### config.mk
export PLATFORM = sky130hd
export DESIGN_NAME = trng_entropy_sampler
export DESIGN_NICKNAME = d
export VERILOG_FILES = /design/src/rtl/trng_entropy_sampler.sv
export SDC_FILE = /design/constraint.sdc
export NUM_CORES = 1
export LEC_CHECK = 0
export ABC_CLOCK_PERIOD_IN_PS = 4800
export CAP_MARGIN = 0
export CORE_ASPECT_RATIO = 1.25
export CORE_MARGIN = 2
export CORE_UTILIZATION = 55
export DETAILED_ROUTE_END_ITERATION = 7
export GPL_TIMING_DRIVEN = 0
export HOLD_SLACK_MARGIN = 0.02
export PLACE_DENSITY = 0.79
export SLEW_MARGIN = 20
export SYNTH_ARGS = -nofsm -noshare
export SYNTH_HDL_FRONTEND = slang
export SYNTH_SLANG_ARGS = --single-unit
### constraint.sdc
create_clock -name clk -period 4.8 [get_ports clk]
set_input_delay 0.48 -clock clk [delete_from_list [all_inputs] [get_ports clk]]
set_output_delay 0.48 -clock clk [all_outputs]
set_load 0.01 [all_outputs]
### src/rtl/trng_entropy_sampler.sv
// Ring-oscillator entropy sampler: synchronizer, divided sample tick, repetition-count
// health test, von Neumann debiaser, 8-bit packer and a single-entry valid/ready output.
//
// state       | meaning
// WAIT_FIRST  | waiting for the first sample of a debiaser pair
// WAIT_SECOND | first sample stored in first_q, waiting for the second
module trng_entropy_sampler #(
    parameter int SYNC_STAGES = 2,
    parameter int SAMPLE_DIV  = 4,
    parameter int REP_LIMIT   = 32
) (
    input  logic        clk,
    input  logic        rst_n,
    input  logic        raw_in,
    input  logic        en,
    input  logic        clr_fail,
    output logic [7:0]  out_data,
    output logic        out_valid,
    input  logic        out_ready,
    output logic        health_fail,
    output logic [15:0] drop_cnt
);

    localparam int               DIV_W    = (SAMPLE_DIV > 1) ? $clog2(SAMPLE_DIV) : 1;
    localparam logic [DIV_W-1:0] DIV_LAST = DIV_W'(SAMPLE_DIV - 1);
    localparam logic [7:0]       REP_MAX  = 8'(REP_LIMIT);

    typedef enum logic {
        WAIT_FIRST  = 1'b0,
        WAIT_SECOND = 1'b1
    } state_t;

    logic [SYNC_STAGES-1:0] sync_q, sync_d;
    logic [DIV_W-1:0]       div_q, div_d;
    logic                   prev_q, prev_d;
    logic [7:0]             run_q, run_d;
    logic                   health_fail_q, health_fail_d;
    state_t                 state_q, state_d;
    logic                   first_q, first_d;
    logic [7:0]             sr_q, sr_d;
    logic [2:0]             bit_cnt_q, bit_cnt_d;
    logic [7:0]             out_data_q, out_data_d;
    logic                   out_valid_q, out_valid_d;
    logic [15:0]            drop_cnt_q, drop_cnt_d;

    logic       s;
    logic       tick;
    logic       trip;
    logic       hf_rise;
    logic       abort;
    logic       emit;
    logic       emit_bit;
    logic       byte_done;
    logic [7:0] byte_val;
    logic       accept;

    always_comb begin
        s      = sync_q[SYNC_STAGES-1];
        sync_d = {sync_q[SYNC_STAGES-2:0], raw_in};
        tick   = en && (div_q == DIV_LAST);
        div_d  = '0;
        if (en && (div_q != DIV_LAST)) begin
            div_d = div_q + 1'b1;
        end
    end

    // A run counter of zero marks "no previous sample", so the first tick after
    // reset or clear always starts a fresh run of 1.
    always_comb begin
        run_d  = run_q;
        prev_d = prev_q;
        trip   = 1'b0;
        if (tick) begin
            prev_d = s;
            if ((run_q != 8'd0) && (s == prev_q)) begin
                run_d = (run_q >= REP_MAX) ? REP_MAX : run_q + 8'd1;
            end else begin
                run_d = 8'd1;
            end
            trip = (run_d == REP_MAX);
        end
        if (clr_fail) begin
            run_d         = 8'd0;
            health_fail_d = 1'b0;
        end else begin
            health_fail_d = health_fail_q | trip;
        end
        hf_rise = health_fail_d & ~health_fail_q;
        abort   = ~en | hf_rise;
    end

    always_comb begin
        state_d  = state_q;
        first_d  = first_q;
        emit     = 1'b0;
        emit_bit = first_q;
        if (abort) begin
            state_d = WAIT_FIRST;
        end else if (tick && !health_fail_q) begin
            case (state_q)
                WAIT_FIRST: begin
                    first_d = s;
                    state_d = WAIT_SECOND;
                end
                WAIT_SECOND: begin
                    state_d = WAIT_FIRST;
                    emit    = first_q ^ s;
                end
                default: state_d = WAIT_FIRST;
            endcase
        end
    end

    always_comb begin
        sr_d      = sr_q;
        bit_cnt_d = bit_cnt_q;
        byte_done = 1'b0;
        byte_val  = sr_q;
        if (abort) begin
            sr_d      = 8'd0;
            bit_cnt_d = 3'd0;
        end else if (emit) begin
            byte_val[bit_cnt_q] = emit_bit;
            if (bit_cnt_q == 3'd7) begin
                byte_done = 1'b1;
                sr_d      = 8'd0;
                bit_cnt_d = 3'd0;
            end else begin
                sr_d      = byte_val;
                bit_cnt_d = bit_cnt_q + 3'd1;
            end
        end
    end

    // A completed byte may replace the held one only when that one leaves this cycle.
    always_comb begin
        out_data_d  = out_data_q;
        out_valid_d = out_valid_q;
        drop_cnt_d  = drop_cnt_q;
        accept      = out_valid_q & out_ready;
        if (byte_done) begin
            if (!out_valid_q || accept) begin
                out_data_d  = byte_val;
                out_valid_d = 1'b1;
            end else if (drop_cnt_q != 16'hFFFF) begin
                drop_cnt_d = drop_cnt_q + 16'd1;
            end
        end else if (accept) begin
            out_valid_d = 1'b0;
        end
    end

    always_ff @(posedge clk or negedge rst_n) begin
        if (!rst_n) begin
            sync_q        <= '0;
            div_q         <= '0;
            prev_q        <= 1'b0;
            run_q         <= 8'd0;
            health_fail_q <= 1'b0;
            state_q       <= WAIT_FIRST;
            first_q       <= 1'b0;
            sr_q          <= 8'd0;
            bit_cnt_q     <= 3'd0;
            out_data_q    <= 8'd0;
            out_valid_q   <= 1'b0;
            drop_cnt_q    <= 16'd0;
        end else begin
            sync_q        <= sync_d;
            div_q         <= div_d;
            prev_q        <= prev_d;
            run_q         <= run_d;
            health_fail_q <= health_fail_d;
            state_q       <= state_d;
            first_q       <= first_d;
            sr_q          <= sr_d;
            bit_cnt_q     <= bit_cnt_d;
            out_data_q    <= out_data_d;
            out_valid_q   <= out_valid_d;
            drop_cnt_q    <= drop_cnt_d;
        end
    end

    assign out_data    = out_data_q;
    assign out_valid   = out_valid_q;
    assign health_fail = health_fail_q;
    assign drop_cnt    = drop_cnt_q;

endmodule

==> flow_summary.toml, run 1 <==
[global_route]
antenna_found_initial = 0
grt_pass1_vias = 1863
grt_remaining_overflow = 0
grt_start_max_net_pins = 53
track_usage_pct = 21.0
grt_pass1_wl_um = 8480

[worst_setup_path]
cp_max_fo = 8
crit_type = "register to register"
slowest_stage = "dfrtp_1"
slowest_delay_ps = 440
required_ps = 4990
r2r_setup_slack_ps = 2630
cp-start-kind = "register"
worstPathCellList = "inv_1 -> ha_1 -> o41ai_4 -> a21bo_2 -> nor3_4 -> mux2_2"
r2r_end = "out_data[0]$_DFFE_PN0P_"
ff2ff_path_depth = 6
cp.arrival_ps = 2360
endpoint_kind = "register"
rr_startpoint = "run_q[0]$_DFFE_PN0P_"

[cells_and_area]
fin_nets = 282
fillers = 389
syn2layout_area_growth_pct = 18.2
num_antenna_cells = 0
multi_input_area_um2 = 1200
register_area_um2 = 1300
drive_above_1_share_pct = 15.2

[clock_tree]
cts_resized = 0
cts_tree = "yes"
cts_buffer_depth = 2
cts_hold_buf = 0
clkSinkCount = 52
clk_pin_slew_ps = 90
htreeDepth = 2
post-cts-setup-buffer-count = 0
cts_buffers = 5
cts_root_buf = "clkbuf_8"
clk_latency_ps = 300

[logic_synthesis]
yosys.area.top_type_share_pct = 50.8
synth-async-reset-ratio_pct = 100
synth-seq-cells = 52
avgSynthCellArea_um2 = 11.0
synth_most_common_cell = "dfrtp_1"
ys_warn_count = 0
syn_area_um2 = 2560
yosysUniqueCellTypes = 45
synthFlopType = "dfrtp_1"
ys_seq_area_share_pct = 50.8
synth_commonest_cells = "dfrtp_1 (52), nor2_1 (28), mux2_2 (18), nand2_1 (18), xor2_1 (12)"
ys_top_cells_by_area = "dfrtp_1 (51%), mux2_2 (7.9%), nor2_1 (4.1%)"
syn_nets = 245
synth_edf_count = 0
syn-instance-count = 233
netlist.top_cell.by_area = "dfrtp_1"

[routing]
wl_um = 4860
wl_per_cell_um = 14.8
ant_nets = 0
dr.pass1.iters = 4
drt_iter0_markers = 93
dr_total_vias = 1854
routed_via_density = 5.65
route.detailed.drc = 0

[pwr]
total_power_mw = 0.793
power_density_nw_per_um2 = 262
vdd_ir_drop_max_uv = 217
p_leak_nw = 1.39

[sta]
rsz0062_at_grt = "false"
skew_ps = 11.9
hold_viol = 0
min_period_ps = 2170
tightest_slew_ps = 638
fin_crit_sh_pct = 45.2
slew_violations = 0
tns_ps = 0
max_freq_mhz = 461
slew_headroom_pct = 57.5
setup_violations = 0

[floorplanning]
die_w_um = 65.1
std_cell_rows = 27
ios = 32
fp.coreArea_um2 = 4460
start_util_pct = 57.5
die_y_um = 80.3
die-area_um2 = 5230

[place]
gp_congestion = 0.757
io_buffers = 30
place.detailed.hpwl_um = 3450

[hold_path]
min_path_type = "primary input to asynchronous set/reset pin"

[run]
maxCapViolCount = 0

[status]
status = "finished clean"
-- sequential cells by signal, indices dropped and copies added (netlist names) --
register,cells
out_data,8
health_fail,1
sr_q,8
out_valid,1
drop_cnt,16
emit_bit,1
div_q,2
sync_q,2
run_q,8
prev_q,1
state_q,1
bit_cnt_q,3
-- cell families (layout without fill, tap and decap cells) --
family | count (synthesis) | count (layout) | synth area share [%]
AND/OR/NAND/NOR | 94 | 94 | 20.3
flip-flops | 52 | 52 | 50.8
AO/OA/AOI/OAI | 28 | 28 | 8.59
multiplexers | 20 | 20 | 8.69
XOR/XNOR | 19 | 19 | 6.49
buffers and inverters | 14 | 51 | 2.29
adder cells (fa/ha/maj) | 6 | 6 | 2.93
-- through the flow --
| step | instance area [um2] | utilization [%] | setup WS, ps | instances | hold slack, ps |
|---|---|---|---|---|---|
| floorplan | 2560 | - | 2910 | 233 | 184 |
| global placement | 2940 | 65.9 | 1710 | 321 | 338 |
| detailed placement | 2930 | 65.8 | 2310 | 321 | 342 |
| CTS | 3030 | 68.0 | 2600 | 328 | 213 |
| global route | 3030 | 68.0 | 2480 | 328 | 233 |
| finish | 3030 | 68.0 | 2630 | 328 | 180 |
-- cell type report --
type                            count  area share [%]
Multi-Input combinational cell    167            39.7
Inverter                            6           0.743
Buffer                              8            1.20
Sequential cell                    52            42.9
Tap cell                           58            2.39
Timing Repair Buffer               30            9.83
Clock buffer                        7            3.18
-- layer usage --
metal,vias to the layer above,part of all wire (%),GRT usage (%)
met2,28,51,35.9
li1,903,-,-
met1,917,44,26.4
met5,-,0,0
met3,6,3.6,5.32
met4,0,1.2,6.04
-- cells in the final DEF, fill, tap and decap left out, types with 4 or more instances in the layout --
cell              n
a21oi_1           8
a22oi_1           9
clkbuf_1          4
clkbuf_8          7
clkdlybuf4s50_1  29
dfrtp_1          52
ha_1              6
inv_1             6
mux2_2           18
nand2_1          18
nand3_1           9
nand4_1           8
nor2_1           28
nor3_1            8
nor3b_1           5
xnor2_1           7
xor2_1           12
-- how the worst max path moves through the flow --
stage	endpoint	slack, ps	cells past startpoint	start
finish	out_data[0]$_DFFE_PN0P_	2630	6	run_q[0]$_DFFE_PN0P_
global route	out_data[0]$_DFFE_PN0P_	2480	6	run_q[0]$_DFFE_PN0P_
CTS	out_data[0]$_DFFE_PN0P_	2600	6	run_q[0]$_DFFE_PN0P_
detailed placement	out_data[0]$_DFFE_PN0P_	2310	5	en
global placement	drop_cnt[10]$_DFFE_PN0P_	1710	1	rst_n
floorplan	out_data[0]$_DFFE_PN0P_	2910	6	run_q[0]$_DFFE_PN0P_
-- critical path, delay by kind of cell, from the launching register on --
family | cells | cell delay [ps]
DFF | 1 | 440
AOI/OAI and AO/OA | 2 | 410
muxes | 1 | 390
and+or+nand+nor | 1 | 360
adders and majority gates | 1 | 350
buffers and inverters | 1 | 90
-- where the power goes --
| part | switching (mW) | total (mW) | internal (mW) |
|---|---|---|---|
| Sequential | 0.00781 | 0.457 | 0.450 |
| Clock | 0.134 | 0.263 | 0.129 |
| Combinational | 0.0432 | 0.0729 | 0.0297 |
No activity file was read; power rests on OpenSTA's default activity.
==> run 2, diff against run 1 <==
ABC_CLOCK_PERIOD_IN_PS = 2029   (was 4800)
clock period = 2.03 ns   (was 4.8 ns; I/O delays follow)
==> run 2 against run 1 <==
Cell area grew 3.8%. Sequential power rose by 140%. Clock-buffer cell count unchanged. Global-route usage is 0.87 points higher. Final cell count increased by 1.5%. Utilization grew 2.6 points. Clock power grew 140%. First-iteration DRC count is 46% higher. Critical endpoint unchanged. Largest cell class unchanged.
==> flow_summary.toml, run 2 (same netlist as run 1, synthesis figures left out) <==
[routing]
drt_iter0_markers = 136
wl_um = 5220
wl_per_cell_um = 15.7
dr_total_vias = 1930
dr.pass1.iters = 4
routed_via_density = 5.80
ant_nets = 0
route.detailed.drc = 0

[floorplanning]
fp.coreArea_um2 = 4460
ios = 32
die_w_um = 65.1
die_y_um = 80.3
std_cell_rows = 27
start_util_pct = 57.5
die-area_um2 = 5230

[place]
gp_congestion = 0.757
io_buffers = 30
placed_area_um2 = 2930
place.detailed.hpwl_um = 3450

[worst_setup_path]
cp-start-kind = "register"
endpoint_kind = "register"
cp.arrival_ps = 2160
rr_startpoint = "run_q[0]$_DFFE_PN0P_"
ff2ff_path_depth = 7
crit_type = "register to register"
r2r_end = "out_data[0]$_DFFE_PN0P_"
required_ps = 2220
r2r_setup_slack_ps = 60
cp_max_fo = 8

[pwr]
power_density_nw_per_um2 = 602
p_leak_nw = 1.45
vdd_ir_drop_max_uv = 531
clock_power_share_pct = 32.7
switchingPower_mw = 0.448
p_comb_share_pct = 10.0
total_power_mw = 1.89
p_sw_share_pct = 23.7
p_seq_share_pct = 57.3
p_int_mw = 1.45

[cells_and_area]
final_common_cell = "dfrtp_1"
fin_area_um2 = 3140
num_antenna_cells = 0
largest_reg_flops = 16
drive_above_1_share_pct = 19.3
fin_nets = 287
syn2layout_area_growth_pct = 22.6
fillers = 377
final_cell_mix = "dfrtp_1 (52), clkdlybuf4s50_1 (29), nor2_1 (27), mux2_2 (18), nand2_1 (17)"

[run]
maxCapViolCount = 0

[sta]
setup_violations = 0
slew_headroom_pct = 57.3
rsz0062_at_grt = "true"
slew_violations = 0
max_freq_mhz = 507
min_period_ps = 1970
fin_crit_sh_pct = 97.1
hold_viol = 0
hold_ws_ps = 236
tightest_slew_ps = 641
skew_ps = 7.05

[hold_path]
hp-start = "clr_fail"
min_path_type = "primary input to register"
whs_path_depth = 2
whs_endpoint = "run_q[2]$_DFFE_PN0P_"

[global_route]
met2_usage_pct = 38.4
grt_start_max_net_pins = 53
grt_pass1_wl_um = 8800
use_met1_pct = 26.6
antenna_found_initial = 0
top_usage_layer = "met2"
track_usage_pct = 21.9
grt_pass1_vias = 1926
grt_remaining_overflow = 0
grt_use_met3_pct = 5.46

[clock_tree]
clk_latency_ps = 300
clk_pin_slew_ps = 90
clkSinkCount = 52
cts_tree = "yes"
cts_buffers = 5
htreeDepth = 2
cts_buffer_depth = 2
cts_root_buf = "clkbuf_8"

[status]
status = "finished clean"
## run 2: worst max path at each step
stage,start,to,slack [ps]
2_1_floorplan,run_q[0]$_DFFE_PN0P_,out_data[0]$_DFFE_PN0P_,140
3_3_place_gp,rst_n,drop_cnt[10]$_DFFE_PN0P_,-790
3_5_place_dp,en,out_data[0]$_DFFE_PN0P_,-190
4_1_cts,run_q[0]$_DFFE_PN0P_,out_data[0]$_DFFE_PN0P_,8
5_1_grt,div_q[0]$_DFF_PN0_,out_data[0]$_DFFE_PN0P_,-9
6_report,run_q[0]$_DFFE_PN0P_,out_data[0]$_DFFE_PN0P_,60
## run 2: repair_timing
| item | in CTS | in global routing |
|---|---|---|
| pin swaps | 2 | 0 |
| setup endpoints to repair | 26 | 24 |
| resized for setup | 3 | 9 |
| hold buffers | 1 | 0 |
| buffers inserted | 3 | 1 |
| hold endpoints to repair | 52 | 0 |
## run 2: worst max-delay path, stage by stage, from the launching register on
cell     delay, ps
dfrtp_1        400
buf_4          140
nand4_1        170
o41ai_4        400
a21bo_2        270
nor3_4          70
buf_12         140
mux2_2         270
## run 2: cell type report
class / instances / area, um2 / area share [%]
buffer: 8 / 37.5 / 1.19
clock buffer: 7 / 96.3 / 3.06
inverter: 6 / 22.5 / 0.716
multi-input combinational: 167 / 1260 / 40.2
sequential: 52 / 1300 / 41.4
tap: 58 / 72.6 / 2.31
timing repair buffer: 35 / 350 / 11.1
## run 2: routing by layer
metal / vias to the layer above / part of all wire [%]
met2: 35 / 52
met3: 7 / 3.4
li1: 911 / -
met1: 977 / 43
met5: - / 0
met4: 0 / 1.4
## run 2: power by group through the flow
stage	registers, mW	logic [mW]	clock network, mW
6_report	1.09	0.190	0.619
5_1_grt	1.09	0.212	0.672
4_1_cts	1.08	0.185	0.644
3_5_place_dp	1.10	0.176	0
3_3_place_gp	1.10	0.171	0
2_1_floorplan	1.10	0.118	0
## run 2: metrics by stage
| stage | setup slack, ps | setup TNS, ps | cells | utilization, % |
|---|---|---|---|---|
| floorplan | 138 | 0 | 233 | - |
| global placement | -787 | -42600 | 321 | 65.9 |
| detailed placement | -186 | -2400 | 321 | 65.8 |
| CTS | 7.56 | 0 | 332 | 69.3 |
| global route | -9.36 | -31.4 | 333 | 70.5 |
| finish | 58.9 | 0 | 333 | 70.5 |
==> run 3, diff against run 2 <==
CTS_CLUSTER_SIZE = 12   (was not set)
SLEW_MARGIN = 15   (was 20)
==> run 3 against run 2 <==
Die area is the same. Via count grew 1.3%. Clock skew grew 10 ps. Final cell count grew 1.5%. Register-to-register slack lost 30 ps. Global-route usage is essentially flat. Sequential power is essentially flat. Clock power shrank 0.8%. Flip-flop and latch count is the same.
==> flow_summary.toml, run 3 (same netlist as run 1, synthesis figures left out) <==
[worst_setup_path]
cp_max_fo = 8
cp-start-kind = "register"
required_ps = 2230
cp.arrival_ps = 2200
endpoint_kind = "register"
crit_type = "register to register"

[sta]
hold_viol = 0
slew_headroom_pct = 60.6
slew_violations = 0
skew_ps = 17.1
tightest_slew_ps = 589
layout_setup_ws_ps = 24.8
setup_violations = 0
max_freq_mhz = 499
min_period_ps = 2010
fin_crit_sh_pct = 98.8
rsz0062_at_grt = "true"

[floorplanning]
die-area_um2 = 5230
std_cell_rows = 27
die_y_um = 80.3
die_w_um = 65.1
fp.coreArea_um2 = 4460
start_util_pct = 57.5
ios = 32

[run]
maxCapViolCount = 0

[routing]
wl_per_cell_um = 15.8
wl_um = 5340
dr_total_vias = 1956
route.detailed.drc = 0
routed_via_density = 5.79
ant_nets = 0
dr.pass1.iters = 4
drt_iter0_markers = 113

[cells_and_area]
largest_reg_flops = 16
finalCoreUtilization_pct = 71.5
final_cell_mix = "dfrtp_1 (52), clkdlybuf4s50_1 (29), nor2_1 (28), nand2_1 (18), mux2_2 (18)"
fillers = 358
syn2layout_area_growth_pct = 24.4
final_common_cell = "dfrtp_1"
drive_above_1_share_pct = 20.4
num_antenna_cells = 0
fin_nets = 291

[hold_path]
min_path_type = "primary input to register"

[status]
status = "finished clean"

[global_route]
grt_pass1_wl_um = 8800
grt_remaining_overflow = 0
track_usage_pct = 21.9
grt_start_max_net_pins = 33
grt_pass1_vias = 1926
antenna_found_initial = 0

[clock_tree]
cts_buffer_depth = 2
clk_pin_slew_ps = 100
cts_root_buf = "clkbuf_8"
clk_latency_ps = 320
cts_buffers = 5
cts_tree = "yes"
clkSinkCount = 52
htreeDepth = 2

[place]
place.detailed.hpwl_um = 3510
io_buffers = 30
pre_cts_ws_ps = -184
gp_congestion = 0.757

[pwr]
p_leak_nw = 1.42
vdd_ir_drop_max_uv = 616
power_density_nw_per_um2 = 595
==> run 3: cell count changes in the layout (fill, tap and decap cells not counted), sizes merged <==
cell      previous run  this run
clkbuf              13        12
clkinvlp             0         1
buf                  7        12
==> run 3: worst paths after layout <==
| kind | startpoint | endpoint | slack [ps] | depth (start not counted) |
|---|---|---|---|---|
| max in group asynchronous | rst_n | out_data[4]$_DFFE_PN0P_ | 1110 | 3 |
| max | run_q[0]$_DFFE_PN0P_ | out_data[0]$_DFFE_PN0P_ | 20 | 7 |
| min in group asynchronous | rst_n | run_q[5]$_DFFE_PN0P_ | 370 | 2 |
| min | clr_fail | run_q[4]$_DFFE_PN0P_ | 230 | 2 |
| max reg2reg | run_q[0]$_DFFE_PN0P_ | out_data[0]$_DFFE_PN0P_ | 20 | 7 |
| min reg2reg | sync_q[0]$_DFF_PN0_ | sync_q[1]$_DFF_PN0_ | 330 | 0 |
==> run 3: what timing repair did <==
item	in CTS	in global routing
endpoints found under the hold margin	20	0
resized for setup	3	10
pin swaps	2	5
hold buffers	1	0
gates cloned	0	0
endpoints found under the setup margin	26	18
buffers inserted	3	4
==> run 3: area by class of cell <==
cell class	count	area, um2	share of cell area [%]
clock inverter	1	7.51	0.235
clock buffer	7	86.3	2.71
tap	58	72.6	2.28
buffer	8	36.3	1.14
sequential	52	1300	40.8
multi-input combinational	167	1270	39.9
inverter	6	22.5	0.706
timing repair buffer	39	390	12.2
==> run 3: per-stage QoR <==
step / instance area [um2] / TNS, ps / hold slack (ps) / total power [mW] / std cells
2_1_floorplan: 2560 / 0 / -92.6 / 1.22 / 233
4_1_cts: 3110 / 0 / 213 / 1.90 / 334
5_1_grt: 3190 / -275 / 224 / 1.98 / 338
3_5_place_dp: 2950 / -2210 / 193 / 1.28 / 322
3_3_place_gp: 2940 / -42600 / 338 / 1.27 / 321
6_report: 3190 / 0 / 226 / 1.90 / 338
==> run 3: where the power goes <==
part | switching (mW) | internal, mW | total, mW
Clock | 0.337 | 0.278 | 0.614
Sequential | 0.0220 | 1.06 | 1.08
Combinational | 0.115 | 0.0834 | 0.198
Total | 0.473 | 1.42 | 1.90
==> run 3: worst max-delay path, stage by stage (launching register included) <==
cell	delay [ps]
dfrtp_1	430
inv_2	80
ha_4	250
o41ai_4	380
a21bo_2	270
nor3_4	70
buf_12	140
mux2_2	270
==> run 3: layer usage <==
| layer | vias to the layer above | routed length [um] | GRT usage, % |
|---|---|---|---|
| met3 | 8 | 227 | 5.04 |
| met2 | 47 | 2760 | 36.6 |
| li1 | 923 | - | - |
| met5 | - | 0 | 0 |
| met1 | 978 | 2270 | 27.3 |
| met4 | 0 | 80 | 9.17 |
